[src/rtl/xnor_pkg.sv]
// rtl/xnor_pkg.sv - shared FSM encodings and elaboration helpers for the xnor datapath blocks
package xnor_pkg;

    typedef logic [1:0] fsm_state_t;

    localparam fsm_state_t ST_IDLE  = 2'd0;
    localparam fsm_state_t ST_ACCUM = 2'd1;
    localparam fsm_state_t ST_DONE  = 2'd2;

    // Ceiling log2 for elaboration-time widths; a bounded loop keeps it
    // acceptable to synthesis as a constant function.
    function automatic int clog2(input int value);
        int result;
        result = 0;
        for (int i = 0; i < 31; i++) begin
            if ((1 << i) < value) begin
                result = i + 1;
            end
        end
        return result;
    endfunction

endpackage

[src/rtl/abs_unit.sv]
// rtl/abs_unit.sv - combinational magnitude and sign of one signed element
//   x     : signed two's-complement element
//   mag   : unsigned |x|; the most negative input maps to 2^(WIDTH-1) exactly
//   is_pos: 1 when x >= 0 (zero counts as positive)
module abs_unit #(
    parameter int WIDTH = 32
) (
    input  logic [WIDTH-1:0] x,
    output logic [WIDTH-1:0] mag,
    output logic             is_pos
);

    // Negation is done modulo 2^WIDTH and read back unsigned, so -2^(WIDTH-1)
    // produces 2^(WIDTH-1) instead of overflowing.
    always_comb begin
        is_pos = ~x[WIDTH-1];
        mag    = x[WIDTH-1] ? (~x + WIDTH'(1)) : x;
    end

endmodule

[src/rtl/vector_binarizer.sv]
// rtl/vector_binarizer.sv - serial binarizer: sign bits plus mean-magnitude scale of a vector
//   clk, rst_n          : clock and synchronous active-low reset
//   in_vector, in_valid,
//   in_ready            : input vector handshake, element i at [i*TOTAL_WIDTH +: TOTAL_WIDTH]
//   sign_bits, alpha,
//   out_valid, out_ready: result handshake; bit i = (element i >= 0), alpha = mean |element|
module vector_binarizer
    import xnor_pkg::*;
#(
    parameter int TOTAL_WIDTH = 32,
    parameter int VECTOR_SIZE = 8
) (
    input  logic                               clk,
    input  logic                               rst_n,
    input  logic [TOTAL_WIDTH*VECTOR_SIZE-1:0] in_vector,
    input  logic                               in_valid,
    output logic                               in_ready,
    output logic [VECTOR_SIZE-1:0]             sign_bits,
    output logic [TOTAL_WIDTH-1:0]             alpha,
    output logic                               out_valid,
    input  logic                               out_ready
);

    localparam int CNT_W = clog2(VECTOR_SIZE);
    localparam int ACC_W = TOTAL_WIDTH + CNT_W;
    localparam logic [CNT_W-1:0] LAST_IDX = CNT_W'(VECTOR_SIZE - 1);

    fsm_state_t                         state;
    logic [TOTAL_WIDTH*VECTOR_SIZE-1:0] hold_vec;
    logic [ACC_W-1:0]                   acc;
    logic [CNT_W-1:0]                   cnt;
    logic [VECTOR_SIZE-1:0]             sign_r;
    logic [TOTAL_WIDTH-1:0]             alpha_r;

    logic [TOTAL_WIDTH-1:0]             elem_mag;
    logic                               elem_pos;
    logic [ACC_W-1:0]                   acc_next;

    // The holding register shifts down one element per cycle, so the single
    // abs_unit always looks at the low slot and needs no wide mux.
    abs_unit #(
        .WIDTH (TOTAL_WIDTH)
    ) u_abs (
        .x      (hold_vec[TOTAL_WIDTH-1:0]),
        .mag    (elem_mag),
        .is_pos (elem_pos)
    );

    // log2(VECTOR_SIZE) guard bits mean the sum of VECTOR_SIZE magnitudes fits.
    assign acc_next = acc + ACC_W'(elem_mag);

    always_ff @(posedge clk) begin
        if (!rst_n) begin
            state    <= ST_IDLE;
            hold_vec <= '0;
            acc      <= '0;
            cnt      <= '0;
            sign_r   <= '0;
            alpha_r  <= '0;
        end else begin
            case (state)
                ST_IDLE: begin
                    if (in_valid) begin
                        hold_vec <= in_vector;
                        acc      <= '0;
                        cnt      <= '0;
                        state    <= ST_ACCUM;
                    end
                end
                ST_ACCUM: begin
                    hold_vec    <= hold_vec >> TOTAL_WIDTH;
                    sign_r[cnt] <= elem_pos;
                    acc         <= acc_next;
                    cnt         <= cnt + CNT_W'(1);
                    if (cnt == LAST_IDX) begin
                        // Dropping the low CNT_W bits divides by the power-of-two
                        // size and truncates toward zero (the sum is unsigned).
                        alpha_r <= acc_next[ACC_W-1:CNT_W];
                        cnt     <= '0;
                        state   <= ST_DONE;
                    end
                end
                ST_DONE: begin
                    if (out_ready) begin
                        state <= ST_IDLE;
                    end
                end
                default: begin
                    state <= ST_IDLE;
                end
            endcase
        end
    end

    assign in_ready  = (state == ST_IDLE);
    assign out_valid = (state == ST_DONE);
    assign sign_bits = sign_r;
    assign alpha     = alpha_r;

endmodule

[config.mk]
export PLATFORM = sky130hd
export DESIGN_NAME = vector_binarizer
export DESIGN_NICKNAME = d
export VERILOG_FILES = /design/src/rtl/xnor_pkg.sv /design/src/rtl/abs_unit.sv /design/src/rtl/vector_binarizer.sv
export SDC_FILE = /design/constraint.sdc
export NUM_CORES = 1
export LEC_CHECK = 0
export BUFFER_PORTS_ARGS = -buffer_cell sky130_fd_sc_hd__buf_2
export CORE_UTILIZATION = 60
export CTS_CLUSTER_SIZE = 25
export DETAILED_ROUTE_END_ITERATION = 10
export GPL_TIMING_DRIVEN = 0
export PLACE_DENSITY = 0.88
export SKIP_CTS_REPAIR_TIMING = 1
export SYNTH_ARGS = -nofsm -noshare
export SYNTH_HDL_FRONTEND = slang
export SYNTH_SLANG_ARGS = --single-unit
[constraint.sdc]
create_clock -name clk -period 12.39 [get_ports clk]
set_clock_uncertainty 0.05 [all_clocks]
set_input_delay 0.6195 -clock clk [delete_from_list [all_inputs] [get_ports clk]]
set_output_delay 0.6195 -clock clk [all_outputs]
set_load 0.005 [all_outputs]
---- Yosys cells after proc, flatten, opt, wreduce, memory -nomap -nowiden ----
Cells that the tools add are included.
operators by class
  $add $sub $neg .......................... 3
  order comparisons ....................... 2
  equality and inequality tests ........... 6
  mux-type cells .......................... 15
  bitwise operators ....................... 2
  reductions and logical operators ........ 6
operator list
  kind                                                  number
  case mux 256 bit (2 select lines)                     1
  2-to-1 mux 256 bit                                    1
  case mux 35 bit (2 select lines)                      1
  adder 35 x 32 -> 35 bit                               1
  2-to-1 mux 35 bit                                     1
  adder 32 x 1 -> 32 bit (second input constant)        1
  2-to-1 mux 32 bit                                     1
  NOT 32 bit                                            1
  bitwise mux 8 bit                                     1
  2-to-1 mux 2 bit                                      3
  2-to-1 mux 3 bit                                      2
  case mux 2 bit (3 select lines)                       1
  case mux 3 bit (2 select lines)                       1
  < comparator 3 x 4 -> 1 bit (second input constant)   1
  != test 2 bit (second input constant)                 2
  AND reduction 2 bit                                   2
  adder 3 x 1 -> 3 bit (second input constant)          1
  demux 1 bit (select 3 bit)                            1
  == test 3 bit (second input constant)                 1
  >= comparator 3 x 1 -> 1 bit (second input constant)  1
  AND reduction 3 bit                                   1
  == test 2 x 1 -> 1 bit (second input constant)        1
  == test 2 bit (second input constant)                 1
  zero test 2 bit                                       1
  other kinds (5)                                       5
storage, ports and cells
  bits in registers ....................... 336
  bits of input ports ..................... 260
  output and inout bits ................... 42
  word-level logic and storage cells ...... 40

---- Depth between registers and ports, before layout ----
Gate-level depths: netlist (run 1).
  word-level depth ........................ 5
  depth in mapped cells ................... 19
  gate-level depth less buffers ........... 17

---- Hierarchy ----
Synthesis (run 1) repeated with hierarchy kept, for this count alone.
unflattened totals
  cells, all modules ...................... 2094
  area, all modules ....................... 17639.4 sq um
modules (own cells, without submodules)
  module            instances  cells an instance  area an instance (sq um)  sequential area each (sq um)
  vector_binarizer  1          1996               16872.4                   6726.5
  abs_unit          1          98                 767.0                     0.0

---- Least setup slack after synthesis (run 1) ----
No wires, ideal clock.
  path kind ............................... reg-to-reg
  start ................................... register hold_vec[6]
  end ..................................... register acc[34]
  setup time .............................. 0.070 ns
  arrival time ............................ 4.244 ns
  required time ........................... 12.270 ns
  setup slack ............................. 8.025 ns
  cell stages (with the launch flop) ...... 17
  path through ............................ dfxtp_1 -> or4_4 -> nor4_4 -> nand2b_2 -> or4_1 -> or2_4 -> o31ai_1 -> xnor2_1 -> ha_1 -> and2_1 -> a221oi_1 -> o21ai_0 -> nor2_1 -> o21a_1 -> nor3_1 -> or4b_2 -> a21oi_1
between the ends
  longest elaborated chain between the ends .. 5
ends and longest elaborated chain
  what                                  RTL line                source
  from (decl)                           vector_binarizer.sv:29  logic [TOTAL_WIDTH*VECTOR_SIZE-1:0] hold_vec;
  from (signal assigned)                vector_binarizer.sv:64  hold_vec <= in_vector;
  from (signal assigned)                vector_binarizer.sv:71  hold_vec <= hold_vec >> TOTAL_WIDTH;
  NOT 32 bit                            abs_unit.sv:17          mag = x[WIDTH-1] ? (~x + WIDTH'(1)) : x;
  adder 32 x 1 -> 32 bit                abs_unit.sv:17
  2-to-1 mux 32 bit (*)                 abs_unit.sv:17
  adder 35 x 32 -> 35 bit (*)           vector_binarizer.sv:50  assign acc_next = acc + ACC_W'(elem_mag);
  case mux 35 bit (2 select lines) (*)  vector_binarizer.sv:61  case (state)
  to (signal assigned)                  vector_binarizer.sv:73  acc <= acc_next;
  to (decl)                             vector_binarizer.sv:30  logic [ACC_W-1:0] acc;
Every way passes the cells marked *; elsewhere a longest branch is shown, timed or not.
A chain may end at the register's enable or synchronous reset.

---- Worst setup path in the final report (run 1) ----
Same ends and word-level chain as after synthesis.

==> results of run 1 <==
==> critical path, cell delays in order, from the launching register on <==
cell and delay, ps:
dfxtp_1 370, or4_4 600, nor4_4 210, nand2b_2 120, or4_1 430, or2_4 270
o31ai_1 240, xnor2_1 270, ha_1 370, and2_1 190, a221oi_1 260, o21ai_0 180
nor2_1 130, o21a_1 270, nor3_1 210, or4b_2 670, a21oi_1 160
==> Yosys cell counts, types with 3 or more instances <==
cell and n:
nor2b_1 229, inv_1 15, nor3_1 15, buf_1 12, o211ai_1 11, a31oi_1 5
nor4_1 4, o31ai_1 16, nand2_1 89, a22o_1 7, o221ai_1 3, nand3_1 27
or3_1 6, clkbuf_1 185, o21ai_1 4, and2_1 4, nand4_1 6, o21ai_0 38
o2111ai_1 3, o21a_1 7, a21oi_1 276, nor2_1 316, a22oi_1 46, o21bai_1 7
a21o_1 10, a211oi_1 13, dfxtp_1 336, or2_2 3, ha_1 36, nand2b_1 11
or4_1 4, xor2_1 11, xnor2_1 46, o221a_2 224
==> power groups by stage <==
| stage | Combinational (µW) | Sequential, µW | Clock [µW] |
|---|---|---|---|
| after global routing | 691 | 1240 | 1160 |
| after floorplan | 434 | 1230 | 0 |
| after detailed placement | 619 | 1260 | 0 |
| after CTS | 624 | 1230 | 1120 |
| final | 640 | 1240 | 1120 |
| after global placement | 604 | 1250 | 0 |
==> final cells by class <==
class / instances / area share (%)
inverter: 15 / 0.2745
timing repair buffer: 299 / 7.297
sequential: 336 / 32.80
buffer: 197 / 3.606
multi-input combinational: 1515 / 47.78
tap: 378 / 2.306
clock inverter: 14 / 0.8297
clock buffer: 53 / 5.106
==> per-stage QoR <==
stage,std cells,area [µm²],total power [µW],utilization (%)
2_1_floorplan,2063,17320,1668,-
3_3_place_gp,2740,19290,1855,68.68
3_5_place_dp,2740,19290,1874,68.68
4_1_cts,2807,20510,2976,73.02
5_1_grt,2807,20510,3096,73.02
6_report,2807,20510,2999,73.02
==> state kept, by name, summed over array words and instances, names as in the netlist <==
register / flops
alpha: 32
state: 2
cnt: 3
hold_vec: 256
acc: 35
sign_bits: 8
==> metal layers <==
| layer | global-route usage, % | vias up |
|---|---|---|
| met5 | 1.739 | - |
| met4 | 19.32 | 2 |
| met3 | 6.798 | 189 |
| met2 | 61.22 | 1018 |
| met1 | 49.00 | 8240 |
| li1 | - | 8173 |
==> how the worst max path moves through the flow <==
| stage | from | endpoint | slack (ps) |
|---|---|---|---|
| after floorplan | hold_vec[6] | acc[34] | 8030 |
| after global placement | hold_vec[6] | acc[34] | 7520 |
| after detailed placement | hold_vec[6] | acc[34] | 7440 |
| after CTS | hold_vec[6] | acc[34] | 7370 |
| after global routing | hold_vec[6] | acc[34] | 7010 |
| final | hold_vec[6] | acc[34] | 7290 |
==> cells by family after synthesis <==
group | share of synthesized area, %
and+or+nand+nor | 20.58
AOI/OAI and AO/OA | 30.34
DFF | 38.83
buffers and inverters | 4.594
xor gates and xnor gates | 2.882
adders and majority gates | 2.716
muxes | 0.05779
==> results.md, run 1 <==
* Register bit total from synthesis at 336
* Warnings, synthesis at 0
* Top Layer Used: met5
* Core Footprint at 28090 µm²
* Io pins at 302
* Avg Cell Area, Syn at 8.396 µm²
* Fmax at 0.1960 GHz
* Hold Crit Class: primary input to register
* DRC viols at 0
* Clock Pin Slew Worst Setup and Hold Paths at 60 ps
* Count of input and output buffers at 299
* Die Wd at 171.9 µm
* Total Routing Usage GR at 38.14%
* CTS tree: yes
* Outcome: completed
* Worst setup EP type: register
* Antenna violations before repair at 0
* Lkg Pwr at 0.008583 µW
* Multi-input gate area at 9799 µm²
* Area contributors post-synth: dfxtp_1 (39%), o221a_2 (15%), nor2b_1 (8.3%), a21oi_1 (8.0%), nor2_1 (6.8%)
* Switching Fraction at 30.14%
* Post-place setup slack at 7438 ps
* Top cell type's share of synthesized area at 38.83%
* Combinational power share at 21.3%
* Arr. time, crit path at 5510 ps
* Worst-Skew Late Latency at 540 ps
* Worst setup SP type: register
* Initial Util at 61.67%
* Crit Path Category: register to register
* Worst reg2reg startpoint: hold_vec[6]
* Final slew viol count at 0
* Most common cell after layout, fill and taps aside: dfxtp_1
* Routability cong. at 0.9979
* Register Area at 6726 µm²
* Area leader, netlist: dfxtp_1
* MaxCap Viol Count at 0
* Vias per cell at 6.278
* Final cycle utilization of the critical path at 41.17%
* Endpoints failing hold at 0
* Metal2 WL at 26170 µm
* Flop pwr share at 41.2%
* Post-synth EDFFs at 0
* H-tree Lvls at 2
* 1st-iter DRT viols at 1971
* Post-synth ARST share at 0%
* Relative slew slack at 33.56%
* Yosys cell types at 64
* First-pass GRT wire length at 87350 µm
* Height of the die at 171.9 µm
* Rows at 61
* Routed via count at 17620
* HPWL Detailed at 43720 µm
* Most frequent cells in the layout: dfxtp_1 (336), nor2_1 (316), buf_2 (299)
* Die area at 29550 µm²
* Fin Hold WS at 262.1 ps
* Layout cell share with drive strength beyond 1 at 24.50%
* Final wirelength at 57580 µm
* Nets@finish at 2699
* Register-to-register path setup slack at 7290 ps
* Syn Nets at 2360
* Fin crit period at 5101 ps
* Max VDD drop at 0.1255 mV
* Vias in the first global route at 16510
* Drt first pass iters at 6
* ANT cells at 0
* Worst hold path depth at 3
* Worst Setup Slack, final at 7289 ps
* Root Driver: clkbuf_16
* Power Internal at 2095 µW
* Fillers at 2215
* Cell area after synthesis at 17320 µm²
* Clock tree buffer depth at 3
* Routed length per placed instance at 20.51 µm
* Synthesized instance count at 2063
* RSZ-0062 raised after global routing: no
* Setup tns final at 0 ps
* Switching Power at 904.0 µW
* # clock sinks at 336
* M1 WL at 22880 µm
* Largest net degree at the start of global routing at 14
* Post-route ant nets at 0
* Clk pwr share at 37.5%
* Sequential share of the synthesized area at 38.83%
* Final setup viols at 0
* Routed length on met3 at 5567 µm
* Post-synth top flop: dfxtp_1
* Reg-to-Reg End: acc[34]
* Hold Crit Endpoint: hold_vec[233]
* Required time of the critical path at 12790 ps
* Tightest Pin Transition at 996.6 ps
* Worst Reg-to-Reg Cells at 16
* PwrDens at 146.3 nW/µm²
* Layout area overhead at 18.40%
* Grt total ovfl at 0
* Hold path startpoint: in_vector[233]
* Crit Path Max Fanout at 7
* Num CTS Buffers at 38
(Power assumes the default switching activity.)
==> inputs of run 2 (changes only) <==
--- a/config.mk
+++ b/config.mk
@@ -6,11 +6,11 @@
 export NUM_CORES = 1
 export LEC_CHECK = 0
 export BUFFER_PORTS_ARGS = -buffer_cell sky130_fd_sc_hd__buf_2
-export CORE_UTILIZATION = 60
+export CORE_UTILIZATION = 57
 export CTS_CLUSTER_SIZE = 25
 export DETAILED_ROUTE_END_ITERATION = 10
 export GPL_TIMING_DRIVEN = 0
-export PLACE_DENSITY = 0.88
+export PLACE_DENSITY = 0.84
 export SKIP_CTS_REPAIR_TIMING = 1
 export SYNTH_ARGS = -nofsm -noshare
 export SYNTH_HDL_FRONTEND = slang
==> constraint.sdc (replaced) <==
create_clock -name clk -period 4.8 [get_ports clk]
set_clock_uncertainty 0.05 [all_clocks]
set_input_delay 0.24 -clock clk [delete_from_list [all_inputs] [get_ports clk]]
set_output_delay 0.24 -clock clk [all_outputs]
set_load 0.005 [all_outputs]
==> run 2 against run 1 <==
Critical path depth shrank 2. Power grew to 2.6 times the previous value. Fmax increased by 9.6%. Hold slack lost 140 ps. First-iteration DRC count decreased by 14%. Core utilization is 2.5 points lower. Clock power rose to 2.7 times the previous value. Largest cell class unchanged. Largest power group unchanged.
==> results.md, run 2 (same netlist as run 1, synthesis figures left out) <==
* HPWL Detailed at 44300 µm (was 43720 µm)
* Fin crit period at 4656 ps (was 5101 ps)
* Worst reg2reg startpoint: hold_vec[6] (unchanged)
* Most frequent cells in the layout: dfxtp_1 (336), nor2_1 (316), buf_2 (299) (unchanged)
* DRC viols at 0 (unchanged)
* Slowest cell on the critical path: or4b_2 (unchanged)
* # clock sinks at 336 (unchanged)
* Post-route ant nets at 0 (unchanged)
* Final setup viols at 0 (unchanged)
* Most Frequent Cell on Critical Path: a21oi_1
* Tightest Pin Transition at 1047 ps (was 996.6 ps)
* Rows at 63 (was 61)
* Lkg Pwr at 0.008779 µW (was 0.008583 µW)
* Register Area at 6726 µm² (unchanged)
* 1st-iter DRT viols at 1692 (was 1971)
* Max reg flops at 256 (unchanged)
* Total Routing Usage GR at 36.07% (was 38.14%)
* Count of input and output buffers at 299 (unchanged)
* Drt first pass iters at 8 (was 6)
* Arr. time, crit path at 5050 ps (was 5510 ps)
* CTS tree: yes (unchanged)
* Cell breakdown of the critical path: or4_4 -> nor4_4 -> nand2b_2 -> or4_1 -> or2_4 -> o31ai_1 -> xnor2_1 -> ha_1 -> a21oi_1 -> nand3_1 -> nand2_1 -> nor3_1 -> or4b_2 -> a21oi_1 (was or4_4 -> nor4_4 -> nand2b_2 -> or4_1 -> or2_4 -> o31ai_1 -> xnor2_1 -> ha_1 -> and2_1 -> a221oi_1 -> o21ai_0 -> nor2_1 -> o21a_1 -> nor3_1 -> or4b_2 -> a21oi_1)
* Vias per cell at 6.219 (was 6.278)
* First-pass GRT wire length at 87860 µm (was 87350 µm)
* Final cycle utilization of the critical path at 96.99% (was 41.17%)
* Max VDD drop at 0.2666 mV (was 0.1255 mV)
* Required time of the critical path at 5190 ps (was 12790 ps)
* Post-placement cell count at 2752 (was 2740)
* Initial Util at 58.13% (was 61.67%)
* Die Wd at 176.3 µm (was 171.9 µm)
* Die area at 31090 µm² (was 29550 µm²)
* Worst setup EP type: register (unchanged)
* Critical path origin: hold_vec[6] (unchanged)
* Reg with most FFs: hold_vec (unchanged)
* Clock tree buffer depth at 3 (unchanged)
* Final wirelength at 58950 µm (was 57580 µm)
* Root Driver: clkbuf_16 (unchanged)
* Endpoints failing hold at 0 (unchanged)
* Fin util at 70.49% (was 73.02%)
* Most common cell after layout, fill and taps aside: dfxtp_1 (unchanged)
* Fillers at 2384 (was 2215)
* Multi-input gate area at 9871 µm² (was 9799 µm²)
* Worst Setup Slack, final at 144.4 ps (was 7289 ps)
* Buf+Inv Stages, Crit Path at 0 (unchanged)
* Crit-path leading delay family: simple AND/OR/NAND/NOR gates (unchanged)
* Height of the die at 176.3 µm (was 171.9 µm)
* Crit Path Category: register to register (unchanged)
* Clk pwr share at 38.0% (was 37.5%)
* PwrDens at 374.1 nW/µm² (was 146.3 nW/µm²)
* Core Footprint at 29800 µm² (was 28090 µm²)
* Switching Power at 2292 µW (was 904.0 µW)
* Routed via count at 17750 (was 17620)
* Antenna violations before repair at 5 (was 0)
* Io pins at 302 (unchanged)
* Worst stage delay on the critical path at 650 ps (was 670 ps)
* Hold path startpoint: in_vector[75] (was in_vector[233])
* Largest net degree at the start of global routing at 14 (unchanged)
* Flop pwr share at 40.7% (was 41.2%)
* Crit Path Max Fanout at 7 (unchanged)
* RSZ-0062 raised after global routing: yes (was no)
* MaxCap Viol Count at 0 (unchanged)
* Hold Crit Class: primary input to register (unchanged)
* Routed length per placed instance at 20.65 µm (was 20.51 µm)
* Post-place setup slack at -209.4 ps (was 7438 ps)
* Layout cell share with drive strength beyond 1 at 24.69% (was 24.50%)
* Vias in the first global route at 16590 (was 16510)
* Clock Pin Slew Worst Setup and Hold Paths at 60 ps (about the same)
* Power Internal at 5566 µW (was 2095 µW)
* Relative slew slack at 30.22% (was 33.56%)
* Layout Cells excl Fill at 2855 (was 2807)
* Combinational power share at 21.3% (about the same)
* H-tree Lvls at 2 (unchanged)
* Worst setup SP type: register (unchanged)
* Fmax at 0.2148 GHz (was 0.1960 GHz)
* Routability cong. at 0.9736 (was 0.9979)
* Nets@finish at 2733 (was 2699)
* Outcome: completed (unchanged)
* Layout area overhead at 21.25% (was 18.40%)
* Grt total ovfl at 0 (unchanged)
* Switching Fraction at 29.16% (was 30.14%)
* Num CTS Buffers at 37 (was 38)
* Final slew viol count at 0 (unchanged)
* Worst-Skew Late Latency at 520 ps (was 540 ps)
-- run 2: power by group through the flow --
stage | combinational, µW | sequential [µW] | clock (µW)
4_1_cts | 1600 | 3180 | 3000
5_1_grt | 1810 | 3210 | 3110
6_report | 1680 | 3200 | 2990
3_5_place_dp | 1590 | 3240 | 0
3_3_place_gp | 1550 | 3230 | 0
2_1_floorplan | 1120 | 3180 | 0
-- run 2: final timing paths --
kind	slack, ps	cells past startpoint	to
worst max-delay path	140	14	acc[34]
worst max register to register	140	14	acc[34]
worst min register to register	400	2	alpha[11]
worst min-delay path	120	4	hold_vec[75]
-- run 2: cell type report --
class / instances / share of cell area, %
Antenna cell: 2 / 0.02383
Buffer: 197 / 3.521
Clock buffer: 55 / 5.314
Clock inverter: 11 / 0.7566
Inverter: 15 / 0.2681
Multi-Input combinational cell: 1515 / 47.00
Sequential cell: 336 / 32.03
Tap cell: 390 / 2.323
Timing Repair Buffer: 334 / 8.769
-- run 2: stage by stage --
stage | cell area, µm² | hold slack [ps] | setup TNS, ps | power (µW)
2_1_floorplan | 17320 | 338.3 | 0 | 4305
3_3_place_gp | 19310 | 389.0 | -140.7 | 4788
3_5_place_dp | 19310 | 395.8 | -287.4 | 4832
4_1_cts | 20580 | -97.49 | -389.3 | 7782
5_1_grt | 21000 | 135.8 | -5.065 | 8134
6_report | 21000 | 121.4 | 0 | 7858
-- run 2: routing by layer --
metal / share of wire, % / GRT usage (%)
met3: 8.4 / 5.534
met4: 5.1 / 18.51
met1: 40 / 45.98
met5: 0.058 / 0
met2: 46 / 58.99
-- run 2: worst register-to-register path: stages (launching register included) --
cell and delay, ps:
dfxtp_1 360, or4_4 590, nor4_4 190, nand2b_2 120, or4_1 430, or2_4 280
o31ai_1 280, xnor2_1 230, ha_1 380, a21oi_1 290, nand3_1 130, nand2_1 230
nor3_1 190, or4b_2 660, a21oi_1 180
==> inputs of run 3 (changes only) <==
--- a/config.mk
+++ b/config.mk
@@ -6,11 +6,11 @@
 export NUM_CORES = 1
 export LEC_CHECK = 0
 export BUFFER_PORTS_ARGS = -buffer_cell sky130_fd_sc_hd__buf_2
-export CORE_UTILIZATION = 57
+export CORE_UTILIZATION = 60
 export CTS_CLUSTER_SIZE = 25
 export DETAILED_ROUTE_END_ITERATION = 10
 export GPL_TIMING_DRIVEN = 0
-export PLACE_DENSITY = 0.84
+export PLACE_DENSITY = 0.88
 export SKIP_CTS_REPAIR_TIMING = 1
 export SYNTH_ARGS = -nofsm -noshare
 export SYNTH_HDL_FRONTEND = slang
==> constraint.sdc (replaced) <==
create_clock -name clk -period 5.85 [get_ports clk]
set_clock_uncertainty 0.05 [all_clocks]
set_input_delay 0.2925 -clock clk [delete_from_list [all_inputs] [get_ports clk]]
set_output_delay 0.2925 -clock clk [all_outputs]
set_load 0.005 [all_outputs]
==> run 3 against run 2 <==
The flow now finishes with violations (hold timing). Clock power shrank 20%. Register-to-register slack gained 590 ps. Sequential power shrank 18%. Die area shrank 4.9%. Via count grew 0.19%. First-iteration DRC count grew 20%. Critical path depth grew 2. Power shrank 19%. Routed wire length shrank 0.61%. Sequential cell count is the same. Largest cell class unchanged. Largest power group unchanged. Highest routed layer unchanged.
==> results.md, run 3 (same netlist as run 1, synthesis figures left out) <==
* Outcome: finished with violations (was completed)
* Failing checks: hold timing
* Most common cell after layout, fill and taps aside: dfxtp_1 (unchanged)
* Final cycle utilization of the critical path at 87.48% (was 96.99%)
* Io pins at 302 (unchanged)
* Layout area overhead at 19.84% (was 21.25%)
* Crit Path Category: register to register (unchanged)
* Total Routing Usage GR at 38.14% (was 36.07%)
* DRC viols at 0 (unchanged)
* Reg with most FFs: hold_vec (unchanged)
* Slowest cell on the critical path: or4b_2 (unchanged)
* Final slew viol count at 0 (unchanged)
* Clock Pin Slew Worst Setup and Hold Paths at 60 ps (about the same)
* Relative slew slack at 35.48% (was 30.22%)
* CTS tree: yes (unchanged)
* Worst setup SP type: register (unchanged)
* Arr. time, crit path at 5520 ps (was 5050 ps)
* Crit Path Max Fanout at 7 (unchanged)
* Register-to-register path setup slack at 730 ps (was 140 ps)
* Register Area at 6726 µm² (unchanged)
* # clock sinks at 336 (unchanged)
* HPWL Detailed at 43720 µm (was 44300 µm)
* Fmax at 0.1954 GHz (was 0.2148 GHz)
* Post-route ant nets at 0 (unchanged)
* Routability cong. at 0.9979 (was 0.9736)
* Height of the die at 171.9 µm (was 176.3 µm)
* Multi-input gate area at 9799 µm² (was 9871 µm²)
* PwrDens at 306.9 nW/µm² (was 374.1 nW/µm²)
* Required time of the critical path at 6250 ps (was 5190 ps)
* Post-place setup slack at 898.4 ps (was -209.4 ps)
* ANT cells at 0 (was 2)
* Crit-path leading delay family: simple AND/OR/NAND/NOR gates (unchanged)
* Routed length per placed instance at 20.69 µm (was 20.65 µm)
* Hold Crit Class: primary input to register (unchanged)
* Grt total ovfl at 0 (unchanged)
* Tightest Pin Transition at 967.8 ps (was 1047 ps)
* Die area at 29550 µm² (was 31090 µm²)
* Fillers at 2167 (was 2384)
* Routed via count at 17790 (was 17750)
* Fin crit period at 5118 ps (was 4656 ps)
* Max VDD drop at 0.2669 mV (was 0.2666 mV)
* Worst-Skew Late Latency at 540 ps (was 520 ps)
* Lkg Pwr at 0.008687 µW (was 0.008779 µW)
* Largest net degree at the start of global routing at 14 (unchanged)
* Layout cell share with drive strength beyond 1 at 24.25% (was 24.69%)
* Initial Util at 61.67% (was 58.13%)
* Worst setup EP type: register (unchanged)
* Worst Setup Slack, final at 732.2 ps (was 144.4 ps)
* Root Driver: clkbuf_16 (unchanged)
* Final wirelength at 58590 µm (was 58950 µm)
* Max reg flops at 256 (unchanged)
* Nets@finish at 2724 (was 2733)
* Buf+Inv Stages, Crit Path at 0 (unchanged)
* Worst stage delay on the critical path at 670 ps (was 650 ps)
* Antenna violations before repair at 0 (was 5)
* Final setup viols at 0 (unchanged)
* Vias per cell at 6.281 (was 6.219)
* Die Wd at 171.9 µm (was 176.3 µm)
* Cell breakdown of the critical path: or4_4 -> nor4_4 -> nand2b_2 -> or4_1 -> or2_4 -> o31ai_1 -> xnor2_1 -> ha_1 -> and2_1 -> a221oi_1 -> o21ai_0 -> nor2_1 -> o21a_1 -> nor3_1 -> or4b_2 -> a21oi_1 (was or4_4 -> nor4_4 -> nand2b_2 -> or4_1 -> or2_4 -> o31ai_1 -> xnor2_1 -> ha_1 -> a21oi_1 -> nand3_1 -> nand2_1 -> nor3_1 -> or4b_2 -> a21oi_1)
* Clock tree buffer depth at 3 (unchanged)
* First-pass GRT wire length at 87350 µm (was 87860 µm)
* Vias in the first global route at 16510 (was 16590)
* RSZ-0062 raised after global routing: no (was yes)
* H-tree Lvls at 2 (unchanged)
* Count of input and output buffers at 299 (unchanged)
* Core Footprint at 28090 µm² (was 29800 µm²)
* Fin Hold WS at -61.63 ps (was 121.4 ps)
* MaxCap Viol Count at 0 (unchanged)
* Num CTS Buffers at 38 (was 37)
* Setup tns final at 0 ps (unchanged)
* Most frequent cells in the layout: dfxtp_1 (336), nor2_1 (316), buf_2 (299) (unchanged)
* Rows at 61 (was 63)
* 1st-iter DRT viols at 2027 (was 1692)
* Endpoints failing hold at 5 (was 0)
* Drt first pass iters at 8 (unchanged)
[run 3: cell types whose count changed in the layout (fill, tap and decap cells not counted), moves of 3 or more]
cell	change
clkbuf_8	-4
dlygate4sd3_1	-8
clkbuf_1	+3
o31ai_1	+3
[run 3: final timing paths]
kind | start | endpoint | cells after the start
setup / recovery | hold_vec[6] | acc[34] | 16
hold / removal | in_vector[243] | hold_vec[243] | 3
setup reg to reg | hold_vec[6] | acc[34] | 16
hold reg to reg | alpha[16] | alpha[16] | 2
[run 3: per-stage QoR]
step	hold slack (ps)	cell area [µm²]	total power (µW)	std cells	utilization (%)
after global placement	390.7	19290	3929	2740	68.68
after global routing	-5.241	20760	6573	2832	73.91
final	-61.63	20760	6370	2832	73.91
after floorplan	381.5	17320	3532	2063	-
after CTS	-69.89	20510	6304	2807	73.02
after detailed placement	396.0	19290	3968	2740	68.68
[run 3: worst reg2reg max path: stages, from the launching register on]
cell      delay, ps
dfxtp_1         370
or4_4           600
nor4_4          220
nand2b_2        120
or4_1           430
or2_4           270
o31ai_1         250
xnor2_1         270
ha_1            370
and2_1          190
a221oi_1        260
o21ai_0         190
nor2_1          140
o21a_1          270
nor3_1          210
or4b_2          670
a21oi_1         160
[run 3: area by class of cell]
cell class	instances	share of cell area [%]
Clock inverter	14	0.8197
Inverter	15	0.2712
Clock buffer	53	5.045
Buffer	197	3.562
Sequential cell	336	32.40
Tap cell	378	2.278
Timing Repair Buffer	324	8.414
Multi-Input combinational cell	1515	47.21
[run 3: where the power goes]
| part | internal [µW] | switching (µW) | total [µW] |
|---|---|---|---|
| logic | 578 | 796 | 1370 |
| clock network | 1390 | 987 | 2380 |
| registers | 2480 | 137 | 2620 |
[run 3: layer usage]
layer	vias up	track usage, %	part of all wire [%]
met4	2	19.32	5.0
met3	203	6.798	9.6
li1	8226	-	-
met5	-	1.739	0.096
met1	8332	49.00	40
met2	1025	61.22	46
